### src/rtl/nlf_pkg.sv
// Shared types and constants for the NLF step sequencer tile: FSM states,
// datapath widths and the bit map of the io_in/io_out pins.
package nlf_pkg;

  localparam int NLF_W = 8;
  localparam int CNT_W = 5;
  localparam int IO_W  = 8;

  localparam int IN_CLK     = 0;
  localparam int IN_RST_N   = 1;
  localparam int IN_START   = 2;
  localparam int IN_LOAD    = 3;
  localparam int IN_SDI     = 4;
  localparam int IN_SEL_LSB = 5;
  localparam int IN_SEL_MSB = 7;

  localparam int OUT_BUSY  = 0;
  localparam int OUT_DONE  = 1;
  localparam int OUT_KS1   = 2;
  localparam int OUT_KS0   = 3;
  localparam int OUT_S_LSB = 4;
  localparam int OUT_S_MSB = 7;

  typedef enum logic [1:0] {
    ST_IDLE = 2'd0,
    ST_RUN  = 2'd1,
    ST_DONE = 2'd2
  } state_e;

endpackage

### src/rtl/nlf_core.sv
// Two-output nonlinear feedback function of the 8-bit state; purely
// combinational so it can be checked on its own.
module nlf_core
  import nlf_pkg::*;
(
  input  logic [NLF_W-1:0] s,
  output logic             f1,
  output logic             f0
);

  assign f1 = s[0] ^ (s[1] ? s[2] : s[3]) ^ (s[3] & s[4]);
  assign f0 = s[5] ^ (s[2] & ~s[4]) ^ (s[2] & s[6]) ^ (s[4] & s[7]);

endmodule

### src/rtl/nlf_step_sequencer.sv
// Tile top: serial state load, programmable-length run of the feedback step,
// busy/done handshake and registered keystream/state nibble on io_out.
module nlf_step_sequencer
  import nlf_pkg::*;
#(
  parameter int ROUNDS_BASE = 2
) (
  input  logic [IO_W-1:0] io_in,
  output logic [IO_W-1:0] io_out
);

  logic       clk;
  logic       rst_n;
  logic       start;
  logic       load;
  logic       sdi;
  logic [2:0] sel;

  assign clk   = io_in[IN_CLK];
  assign rst_n = io_in[IN_RST_N];
  assign start = io_in[IN_START];
  assign load  = io_in[IN_LOAD];
  assign sdi   = io_in[IN_SDI];
  assign sel   = io_in[IN_SEL_MSB:IN_SEL_LSB];

  state_e           state_q, state_d;
  logic [NLF_W-1:0] s_q, s_d;
  logic [CNT_W-1:0] cnt_q, cnt_d;
  logic             ks1_q, ks1_d;
  logic             ks0_q, ks0_d;
  logic             busy_q;
  logic             done_q;
  logic             f1, f0;
  logic [CNT_W-1:0] rounds;

  nlf_core u_core (
    .s  (s_q),
    .f1 (f1),
    .f0 (f0)
  );

  assign rounds = CNT_W'(ROUNDS_BASE * (int'(sel) + 1));

  // NOTE: every signal driven here gets a default first, so no path through
  // the case leaves one unassigned and no latch is inferred.
  always_comb begin
    state_d = state_q;
    s_d     = s_q;
    cnt_d   = cnt_q;
    ks1_d   = ks1_q;
    ks0_d   = ks0_q;
    case (state_q)
      ST_IDLE: begin
        // load has priority over start when both are high
        if (load) begin
          s_d = {sdi, s_q[NLF_W-1:1]};
        end else if (start) begin
          cnt_d   = rounds;
          state_d = ST_RUN;
        end
      end
      ST_RUN: begin
        s_d   = {f1, f0, s_q[NLF_W-1:2]};
        ks1_d = f1;
        ks0_d = f0;
        cnt_d = cnt_q - CNT_W'(1);
        if (cnt_q == CNT_W'(1)) state_d = ST_DONE;
      end
      ST_DONE: state_d = ST_IDLE;
      default: state_d = ST_IDLE;
    endcase
  end

  // NOTE: sequential state uses non-blocking assignments so all registers
  // update together from values sampled at the same edge.
  always_ff @(posedge clk) begin
    if (!rst_n) begin
      state_q <= ST_IDLE;
      s_q     <= '0;
      cnt_q   <= '0;
      ks1_q   <= 1'b0;
      ks0_q   <= 1'b0;
      busy_q  <= 1'b0;
      done_q  <= 1'b0;
    end else begin
      state_q <= state_d;
      s_q     <= s_d;
      cnt_q   <= cnt_d;
      ks1_q   <= ks1_d;
      ks0_q   <= ks0_d;
      // flags decoded from the next state so they are flops aligned with it
      busy_q  <= (state_d == ST_RUN);
      done_q  <= (state_d == ST_DONE);
    end
  end

  always_comb begin
    io_out                        = '0;
    io_out[OUT_BUSY]              = busy_q;
    io_out[OUT_DONE]              = done_q;
    io_out[OUT_KS1]               = ks1_q;
    io_out[OUT_KS0]               = ks0_q;
    io_out[OUT_S_MSB:OUT_S_LSB]   = s_q[NLF_W-1:NLF_W-4];
  end

endmodule
### config.mk
export PLATFORM = sky130hd
export DESIGN_NAME = nlf_step_sequencer
export DESIGN_NICKNAME = d
export VERILOG_FILES = /design/src/rtl/nlf_pkg.sv /design/src/rtl/nlf_core.sv /design/src/rtl/nlf_step_sequencer.sv
export SDC_FILE = /design/constraint.sdc
export NUM_CORES = 1
export LEC_CHECK = 0
export ABC_AREA = 1
export CAP_MARGIN = 0
export CORE_AREA = 2 2 41 80
export CTS_BUF_LIST = sky130_fd_sc_hd__clkbuf_2 sky130_fd_sc_hd__clkbuf_4 sky130_fd_sc_hd__clkbuf_8
export DETAILED_ROUTE_END_ITERATION = 6
export DIE_AREA = 0 0 43 82
export SLEW_MARGIN = 20
export SYNTH_ARGS = -nofsm -noshare
export SYNTH_HDL_FRONTEND = slang
export SYNTH_SLANG_ARGS = --single-unit
### constraint.sdc
create_clock -name io_in -period 2.8 [get_ports io_in]
set_input_delay 0.56 -clock io_in [delete_from_list [all_inputs] [get_ports io_in]]
set_output_delay 0.56 -clock io_in [all_outputs]
set_load 0.05 [all_outputs]
==> out/results.tsv <==
stage	metric	value	unit
outcome	outcome	finished, violations left	
outcome	failed_checks	DRC, hold timing	
worst_setup_path	path_delay_family	buffers and inverters	
logic_synthesis	ys_seq_elements	19	
layout	final_core_util	66.9	%
die	die_h	82	microns
drt	totalWireLength	4750	microns
job	drv_cap	0	
pwr	power_density	1780	nW/um^2
timing	slew_headroom	65.7	%
die	dieArea	3530	sq um
placement	port_buffers	8	
clock_network	clkTransAtPathRegs	0.07	ns
die	coreArea	2940	sq um
placement	globalplace.congestion	0.770	
pwr	irDropWorstVdd	1240	uV
clock_network	clk-insertion-delay-late	0.26	ns
logic_synthesis	avgSynthCellArea	6.89	sq um
worst_setup_path	crit_top_cell	clkbuf_8	
die	start_util	36.1	%
timing	finalMaxSlewViolations	0	
logic_synthesis	synth_flop_cell	dfxtp_1	
clock_network	hold_buffers	0	
drt	drt_iter0_drc	270	
worst_setup_path	cp_num_buf_inv	10	
grt	grt.total_usage	31.0	%
logic_synthesis	yosys_warnings	0	
timing	holdWs	-0.0498	ns
grt	grt_pass1_vias	2122	
logic_synthesis	synthCells	154	
die	num_io_pins	16	
timing	finalHoldViolCount	1	
logic_synthesis	yosysUniqueCellTypes	23	
layout	drive_above_1_share	30.4	%
worst_setup_path	crit_chain	clkbuf_8 > clkbuf_8 > clkbuf_8 > inv_1 > nand3_1 > clkbuf_8 > clkbuf_8 > nand2_4 > buf_8 > clkbuf_8 > o21ai_1 > clkbuf_8 > clkbuf_8 > nor2_4	
layout	layout.nets	233	
worst_hold_path	hold_path_class	clock port to flip-flop	
layout	layout_commonest_cell	clkbuf_8	
worst_setup_path	startpoint_type	clock port	
drt	antenna_left	0	
drt	avgRoutedWirePerCell	18.3	microns
worst_setup_path	worst-path-max-fanout	2	
logic_synthesis	async_flop_share	0	%
logic_synthesis	synth_area	1060	sq um
layout	area_growth_syn_to_layout	85.5	%
placement	dpl.hpwl	1700	microns
timing	rsz0062_at_grt	false	
worst_setup_path	worstSetupPathType	clock port to flip-flop	
drt	num_vias	1469	
logic_synthesis	mappedNetlistNets	165	
logic_synthesis	synth-edff-count	0	
layout	insertedDiodeCount	0	
drt	drt_pass1_iterations	7	
pwr	p_leak	0.861	nW
die	rows	28	
grt	grt_max_degree	15	
drt	route.detailed.drc	10	
layout	final_cell_mix	51 x clkbuf_8, 39 x inv_1, 35 x nand2_1	
worst_setup_path	crit_slowest_cell	clkbuf_8	
worst_setup_path	critPathArrivalTime	2.94	ns
grt	antenna_found_initial	0	
timing	setup_viol	0	
worst_setup_path	end_kind	flip-flop	
die	die_w	43	microns
timing	clock-skew-final	0.00276	ns
grt	grt_first_pass_wirelength	8090	microns
drt	drt-vias-per-instance	5.65	
timing	worst_slew_pin_slew	0.513	ns
logic_synthesis	yosysSeqAreaShare	35.8	%
timing	setup_tns	0	ns
grt	globalRoute.totalOverflow	0	
worst_setup_path	crit_required	3.00	ns
clock_network	cts_tree	built	
worst_setup_path	cp_slowest_stage_delay	0.15	ns
[registers in the layout (all words and copies together), names as in the netlist]
name / cells
ks1_q: 1
cnt_q: 5
done_q: 1
busy_q: 1
state_q: 2
ks0_q: 1
s_q: 8
[Yosys cell counts, types with 2 or more instances]
master / instances / share of area, %
nand2_1: 36 / 13
nand3_1: 11 / 5.2
a21oi_1: 18 / 8.5
a31oi_1: 2 / 1.2
inv_2: 2 / 0.71
inv_1: 19 / 6.7
buf_4: 9 / 6.4
buf_2: 2 / 0.94
ha_1: 3 / 3.5
nand4_1: 3 / 1.8
nor2_1: 6 / 2.1
nor3_1: 3 / 1.4
o21ai_0: 12 / 5.7
dfxtp_1: 19 / 36
[layout make-up]
type	count	area, sq um
fillers	211	975
clock buffers	59	767
multi-input cells	101	527
flip-flops and latches	19	380
clock inverters	28	120
repair buffers	8	80.1
inverters	15	56.3
well taps	30	37.5
[routing by layer]
layer	GRT usage, %	up-vias	share of wire (%)
met4	50.6	0	9.5
met1	16.1	653	31
met3	34.9	64	10
met2	37.4	120	49
met5	6.67	-	0
li1	-	632	-
[cell families (layout without fill, tap and decap cells)]
| group | Yosys count | count (layout) | synth area share [%] |
|---|---|---|---|
| flip-flops | 19 | 19 | 35.8 |
| XOR/XNOR | 1 | 1 | 0.826 |
| AO/OA/AOI/OAI | 35 | 35 | 18.0 |
| AND/OR/NAND/NOR | 62 | 62 | 25.6 |
| adder cells (fa/ha/maj) | 3 | 3 | 3.54 |
| buffers and inverters | 34 | 110 | 16.2 |
[through the flow]
step                      instance area [sq um]  instances  setup slack (ns)  hold WS, ns  total power, mW
after CTS                                  1950        259            0.0125      -0.0442             3.46
after global routing                       1970        260            0.0124      -0.0435             3.77
after detailed placement                   1090        179             0.706        0.184            0.761
after global placement                     1090        179             0.706        0.184            0.761
after floorplan                            1060        154             0.750        0.184            0.803
final                                      1970        260            0.0541      -0.0498             3.50
[report_power, final]
group	internal (mW)	switching (mW)
clock	1.99	1.21
sequential	0.302	0
combinational	0	0
total	2.29	1.21
[path summary, 6_finish.rpt]
| check | start | endpoint | slack (ns) | depth (start not counted) |
|---|---|---|---|---|
| setup / recovery | io_in[3] | busy_q | 0.05 | 14 |
| hold / removal | io_in[4] | s_q[7] | -0.05 | 2 |
| setup reg to reg | state_q[1] | busy_q | 1.05 | 11 |
| hold reg to reg | ks0_q | ks0_q | 0.47 | 2 |
[timing repair]
item,4_1_cts,5_1_grt
buffers inserted,0,1
gates resized for setup,4,4
setup endpoints to repair,2,3
endpoints found under the hold margin,0,0
(Power assumes the default switching activity.)
